$ cat src/rtl/inv_dir_arbiter.sv
// rtl/inv_dir_arbiter.sv - round-robin arbiter sharing one 1/dir reciprocal divider among ray-setup requesters
// Directions are packed {x,y,z}, x in the top WIDTH bits; requester i owns req_dir[i*3*WIDTH +: 3*WIDTH].
module inv_dir_arbiter #(
  parameter int N_REQ   = 4,
  parameter int WIDTH   = 16,
  parameter int Q_BITS  = 12,
  parameter int TIMEOUT = 64,
  localparam int ID_W   = $clog2(N_REQ),
  localparam int DIR_W  = 3 * WIDTH
) (
  input  logic                   clk,
  input  logic                   reset,
  input  logic [N_REQ-1:0]       req_valid,
  input  logic [N_REQ*DIR_W-1:0] req_dir,
  input  logic [N_REQ-1:0]       req_skip,
  output logic [N_REQ-1:0]       req_ready,
  output logic                   div_start,
  output logic [DIR_W-1:0]       div_dir,
  output logic                   div_skip,
  input  logic                   div_valid,
  input  logic [DIR_W-1:0]       div_dir_in,
  input  logic                   div_skip_in,
  output logic                   rsp_valid,
  input  logic                   rsp_ready,
  output logic [ID_W-1:0]        rsp_id,
  output logic [DIR_W-1:0]       rsp_dir,
  output logic                   rsp_skip,
  output logic                   rsp_err,
  output logic                   busy,
  output logic                   err_timeout
);

  localparam int CNT_W = $clog2(TIMEOUT);

  if (N_REQ < 2) begin : g_bad_nreq
    $error("inv_dir_arbiter: N_REQ must be at least 2");
  end
  if (TIMEOUT <= WIDTH + Q_BITS + 2) begin : g_bad_timeout
    $error("inv_dir_arbiter: TIMEOUT must exceed the divider latency");
  end

  typedef enum logic [1:0] {IDLE, ISSUE, WAIT, RESP} state_t;

  state_t             state_q, state_d;
  logic [ID_W-1:0]    rr_q, rr_d;
  logic [ID_W-1:0]    id_q, id_d;
  logic [DIR_W-1:0]   dir_q, dir_d;
  logic [CNT_W-1:0]   cnt_q, cnt_d;
  logic [DIR_W-1:0]   rsp_dir_q, rsp_dir_d;
  logic               rsp_skip_q, rsp_skip_d;
  logic               rsp_err_q, rsp_err_d;
  logic               err_to_q, err_to_d;

  logic               gnt_found;
  logic [ID_W-1:0]    gnt_idx;
  logic [ID_W:0]      idx_ext;

  // First requester at or after rr_q, wrapping modulo N_REQ.
  always_comb begin
    gnt_found = 1'b0;
    gnt_idx   = '0;
    idx_ext   = '0;
    for (int i = 0; i < N_REQ; i++) begin
      idx_ext = {1'b0, rr_q} + (ID_W+1)'(i);
      if (idx_ext >= (ID_W+1)'(N_REQ)) idx_ext = idx_ext - (ID_W+1)'(N_REQ);
      if (!gnt_found && req_valid[idx_ext[ID_W-1:0]]) begin
        gnt_found = 1'b1;
        gnt_idx   = idx_ext[ID_W-1:0];
      end
    end
  end

  always_comb begin
    state_d    = state_q;
    rr_d       = rr_q;
    id_d       = id_q;
    dir_d      = dir_q;
    cnt_d      = cnt_q;
    rsp_dir_d  = rsp_dir_q;
    rsp_skip_d = rsp_skip_q;
    rsp_err_d  = rsp_err_q;
    err_to_d   = err_to_q;
    req_ready  = '0;
    div_start  = 1'b0;
    case (state_q)
      IDLE: begin
        if (gnt_found) begin
          req_ready[gnt_idx] = 1'b1;
          id_d  = gnt_idx;
          dir_d = req_dir[gnt_idx*DIR_W +: DIR_W];
          rr_d  = (gnt_idx == ID_W'(N_REQ-1)) ? '0 : gnt_idx + 1'b1;
          if (req_skip[gnt_idx]) begin
            rsp_dir_d  = '0;
            rsp_skip_d = 1'b1;
            rsp_err_d  = 1'b0;
            state_d    = RESP;
          end else begin
            state_d = ISSUE;
          end
        end
      end
      ISSUE: begin
        div_start = 1'b1;
        cnt_d     = '0;
        state_d   = WAIT;
      end
      WAIT: begin
        // A result arriving on the limit cycle still counts as a success.
        if (div_valid) begin
          rsp_dir_d  = div_dir_in;
          rsp_skip_d = div_skip_in;
          rsp_err_d  = 1'b0;
          state_d    = RESP;
        end else if (cnt_q == CNT_W'(TIMEOUT-1)) begin
          err_to_d   = 1'b1;
          rsp_dir_d  = '0;
          rsp_skip_d = 1'b1;
          rsp_err_d  = 1'b1;
          state_d    = RESP;
        end else begin
          cnt_d = cnt_q + 1'b1;
        end
      end
      RESP: begin
        if (rsp_ready) state_d = IDLE;
      end
      default: state_d = IDLE;
    endcase
  end

  always_ff @(posedge clk) begin
    if (reset) begin
      state_q    <= IDLE;
      rr_q       <= '0;
      id_q       <= '0;
      dir_q      <= '0;
      cnt_q      <= '0;
      rsp_dir_q  <= '0;
      rsp_skip_q <= 1'b0;
      rsp_err_q  <= 1'b0;
      err_to_q   <= 1'b0;
    end else begin
      state_q    <= state_d;
      rr_q       <= rr_d;
      id_q       <= id_d;
      dir_q      <= dir_d;
      cnt_q      <= cnt_d;
      rsp_dir_q  <= rsp_dir_d;
      rsp_skip_q <= rsp_skip_d;
      rsp_err_q  <= rsp_err_d;
      err_to_q   <= err_to_d;
    end
  end

  // Skipped rays never reach the divider, so its skip input is always clear.
  assign div_skip    = 1'b0;
  assign div_dir     = dir_q;
  assign rsp_valid   = (state_q == RESP);
  assign rsp_id      = id_q;
  assign rsp_dir     = rsp_dir_q;
  assign rsp_skip    = rsp_skip_q;
  assign rsp_err     = rsp_err_q;
  assign busy        = (state_q != IDLE);
  assign err_timeout = err_to_q;

endmodule

$ cat config.mk
export PLATFORM = sky130hd
export DESIGN_NAME = inv_dir_arbiter
export DESIGN_NICKNAME = d
export VERILOG_FILES = /design/src/rtl/inv_dir_arbiter.sv
export SDC_FILE = /design/constraint.sdc
export NUM_CORES = 1
export LEC_CHECK = 0
export CAP_MARGIN = 20
export CORE_AREA = 2 2 142 144
export DETAILED_ROUTE_END_ITERATION = 12
export DIE_AREA = 0 0 144 146
export GPL_TIMING_DRIVEN = 0
export PLACE_DENSITY = 0.74
export SYNTH_ARGS = -nofsm -noshare
export SYNTH_HDL_FRONTEND = slang
export SYNTH_SLANG_ARGS = --single-unit
$ cat constraint.sdc
create_clock -name clk -period 3.18 [get_ports clk]
set_clock_uncertainty 0.1 [all_clocks]
set_input_delay 0.795 -clock clk [delete_from_list [all_inputs] [get_ports clk]]
set_output_delay 0.795 -clock clk [all_outputs]
set_load 0.02 [all_outputs]
==> impl_metrics.sql <==
INSERT INTO impl_metrics (metric_group, metric, value, unit) VALUES
('power_and_ir_drop', 'design_power_total', '7.31', 'mW'),
('final_layout', 'signed_area_change_from_the_synthesized_netlist_to_the_final_layout', '68.8', '%'),
('setup_path', 'worstSetupEndpointType', 'primary output', ''),
('die', 'core', '19300', 'sq um'),
('placement', 'io_buffer_count', '359', ''),
('global_route', 'antenna_found_initial', '1', ''),
('flow_run', 'cap_viol_max_count', '0', ''),
('setup_path', 'critical_path_max_stage_delay', '290', 'ps'),
('clock_network', 'clkTransAtPathRegs', '80', 'ps'),
('setup_path', 'critical-path-top-delay-family', 'simple AND/OR/NAND/NOR gates', ''),
('die', 'die_area', '21000', 'sq um'),
('power_and_ir_drop', 'p_sw', '3.05', 'mW'),
('logic_synthesis', 'synth-seq-cells', '111', ''),
('global_route', 'grt_first_pass_wirelength', '38800', 'um'),
('placement', 'routabilityCongestion', '0.827', ''),
('sta', 'fin_crit', '3090', 'ps'),
('clock_network', 'ctsRootBufferMaster', 'sky130_fd_sc_hd__clkbuf_16', ''),
('detailed_routing', 'drt.antenna.violating_nets', '0', ''),
('setup_path', 'setup.worst_path.class', 'in2out', ''),
('clock_network', 'clock-sinks', '111', ''),
('setup_path', 'critPathMaxFanout', '5', ''),
('placement', 'placed_cells_incl_taps', '1353', ''),
('clock_network', 'cts_tree', 'done', ''),
('logic_synthesis', 'syn-cell-area', '6280', 'sq um'),
('clock_network', 'cts_max_path_buffers', '2', ''),
('die', 'placement_rows', '51', ''),
('logic_synthesis', 'warnings_from_yosys', '0', ''),
('global_route', 'grt.overflow.total', '0', ''),
('sta', 'period_share', '97.3', '%'),
('clock_network', 'clock_insertion_delay_worst_skew', '350', 'ps'),
('setup_path', 'critPathArrivalTime', '2200', 'ps'),
('detailed_routing', 'vias', '7026', ''),
('final_layout', 'fin_util', '54.9', '%'),
('final_layout', 'design_area', '10600', 'sq um'),
('setup_path', 'crit_chain', 'buf_2, and2_4, o211ai_1, nand2_2, clkinv_4, clkbuf_16, ha_4, and3_4, buf_6', ''),
('logic_synthesis', 'synth_cell_type_count', '41', ''),
('sta', 'setup_viol', '0', ''),
('logic_synthesis', 'sequential_cell_area_fraction_in_the_yosys_report', '35.4', '%'),
('power_and_ir_drop', 'pwr-share-comb', '56.1', '%'),
('power_and_ir_drop', 'power_frac_seq', '27.3', '%'),
('global_route', 'grt_start_max_net_pins', '18', ''),
('power_and_ir_drop', 'netSwitchingFraction', '41.7', '%'),
('logic_synthesis', 'synth_top_cell_by_area', 'sky130_fd_sc_hd__dfxtp_1', ''),
('outcome', 'outcome', 'completed', ''),
('logic_synthesis', 'synth_cells', '729', ''),
('detailed_routing', 'firstDrtPassIters', '5', ''),
('die', 'pin_count', '362', ''),
('setup_path', 'cp-start-kind', 'primary input', ''),
('sta', 'transition_at_the_pin_with_the_smallest_max_transition_slack', '647', 'ps'),
('power_and_ir_drop', 'vdd_drop_max', '0.326', 'mV'),
('sta', 'maxSlewViolCount', '0', ''),
('power_and_ir_drop', 'power.clock.fraction', '16.6', '%'),
('logic_synthesis', 'synthDominantCellAreaShare', '35.4', '%'),
('detailed_routing', 'viasPerCell', '5.11', ''),
('power_and_ir_drop', 'power_per_cell_area', '689', 'nW/um^2'),
('final_layout', 'final_cells', '1375', ''),
('detailed_routing', 'detail_route.drc_violations', '0', ''),
('die', 'die_h', '146', 'um'),
('final_layout', 'fillCellCount', '1811', ''),
('sta', 'clock.fmax', '323', 'MHz'),
('final_layout', 'post_route_cells_drive_above_1_share', '7.94', '%'),
('clock_network', 'tritoncts.num_buffers', '9', ''),
('clock_network', 'ctsHtreeMaxLevel', '3', ''),
('detailed_routing', 'wl_per_cell', '18.6', 'um'),
('setup_path', 'cp_num_buf_inv', '4', ''),
('power_and_ir_drop', 'p_leak', '4.22', 'nW'),
('logic_synthesis', 'yosys-top-cells-area', 'sky130_fd_sc_hd__dfxtp_1, sky130_fd_sc_hd__mux2i_1, sky130_fd_sc_hd__nand2_1', ''),
('sta', 'finalHoldViolCount', '0', ''),
('sta', 'final_critical_path_setup_slack', '86.0', 'ps'),
('sta', 'grt_setup_unrepaired', 'false', ''),
('global_route', 'first_global_vias', '6915', '');
==> worst paths after layout <==
| path | start | end | cells after the start | slack, ps |
|---|---|---|---|---|
| worst max register to register | rr_q[1]$_SDFFE_PP0P_ | div_dir[28]$_SDFFE_PP0P_ | 11 | 430 |
| worst min-delay path | rsp_id[1]$_SDFFE_PP0P_ | rsp_id[1]$_SDFFE_PP0P_ | 2 | 360 |
| worst min register to register | rsp_id[1]$_SDFFE_PP0P_ | rsp_id[1]$_SDFFE_PP0P_ | 2 | 360 |
| worst max-delay path | req_valid[0] | req_ready[3] | 9 | 90 |
==> area by class of cell <==
| cell class | instances | area (sq um) | share of cell area, % |
|---|---|---|---|
| Multi-Input combinational cell | 545 | 3760 | 35.4 |
| Timing Repair Buffer | 365 | 3610 | 34.1 |
| Sequential cell | 111 | 2220 | 21.0 |
| Tap cell | 265 | 332 | 3.13 |
| Buffer | 63 | 329 | 3.10 |
| Clock buffer | 12 | 256 | 2.42 |
| Clock inverter | 4 | 51.3 | 0.484 |
| Inverter | 9 | 38.8 | 0.366 |
| Antenna cell | 1 | 2.50 | 0.0236 |
==> timing repair <==
action,CTS,global route
endpoints found under the setup margin,8,4
buffers inserted,5,1
endpoints found under the hold margin,0,0
pin swaps,2,3
hold buffers,0,0
resized for setup,43,8
==> flip-flops by register name (all words and copies together), names as in the netlist <==
name,count
cnt_q,6
div_dir,48
err_timeout,1
rr_q,2
rsp_dir,48
rsp_err,1
rsp_id,2
rsp_skip,1
state_q,2
==> power by group through the flow <==
stage                     registers, mW  logic [mW]  clock network (mW)
after floorplan                    2.42        1.86                   0
after global placement             2.01        3.98                   0
after detailed placement           2.02        4.00                   0
after CTS                          2.00        4.11                1.23
after global routing               2.04        4.40                1.29
final                              2.00        4.10                1.21
==> routing by layer <==
layer	global-route usage, %	routed length [um]	vias up
li1	-	-	3408
met1	30.6	10900	3341
met2	39.5	12500	237
met3	5.26	1530	40
met4	8.04	642	0
met5	0	0	-
==> placed cells by master (no fill, tap or decap), types with 5 or more instances in the layout <==
master,instances
sky130_fd_sc_hd__clkdlybuf4s50_1,351
sky130_fd_sc_hd__nand2_1,161
sky130_fd_sc_hd__dfxtp_1,111
sky130_fd_sc_hd__mux2i_1,97
sky130_fd_sc_hd__nand2b_1,52
sky130_fd_sc_hd__nand4_1,52
sky130_fd_sc_hd__a32o_1,48
sky130_fd_sc_hd__clkbuf_1,36
sky130_fd_sc_hd__o211ai_1,29
sky130_fd_sc_hd__o211ai_2,22
sky130_fd_sc_hd__nor2_1,19
sky130_fd_sc_hd__buf_4,15
sky130_fd_sc_hd__buf_2,15
sky130_fd_sc_hd__clkbuf_16,10
sky130_fd_sc_hd__a21oi_1,9
sky130_fd_sc_hd__inv_1,7
sky130_fd_sc_hd__nand3_1,6
sky130_fd_sc_hd__nor3_1,6
sky130_fd_sc_hd__buf_6,5
sky130_fd_sc_hd__ha_1,5
==> cells by family after synthesis <==
group	synth area share, %
and+or+nand+nor	23.7
AOI/OAI and AO/OA	18.0
DFF	35.4
muxes	15.6
buffers and inverters	5.50
adders and majority gates	1.19
xor gates and xnor gates	0.558
other	0.0597
==> Yosys cell counts, drive strengths merged <==
| master | number |
|---|---|
| a211oi | 3 |
| a21o | 1 |
| a21oi | 9 |
| a311oi | 1 |
| a32o | 48 |
| a32oi | 1 |
| a41oi | 1 |
| and2 | 2 |
| and3 | 2 |
| buf | 27 |
| clkbuf | 37 |
| conb | 1 |
| dfxtp | 111 |
| ha | 6 |
| inv | 9 |
| mux2 | 1 |
| mux2i | 97 |
| nand2 | 162 |
| nand2b | 53 |
| nand3 | 6 |
| nand4 | 52 |
| nor2 | 20 |
| nor2b | 4 |
| nor3 | 7 |
| nor4 | 2 |
| o211a | 1 |
| o211ai | 51 |
| o21ai | 4 |
| o21ba | 1 |
| o21bai | 1 |
| o31a | 1 |
| or2 | 2 |
| or4 | 1 |
| xor2 | 4 |
==> worst min-delay path, delay by kind of cell, from the launching register on <==
kind,cells,cell delay [ps]
AOI/OAI and AO/OA,1,50
DFF,1,320
and+or+nand+nor,1,50
Note: power is estimated with default switching activity, not from simulation.
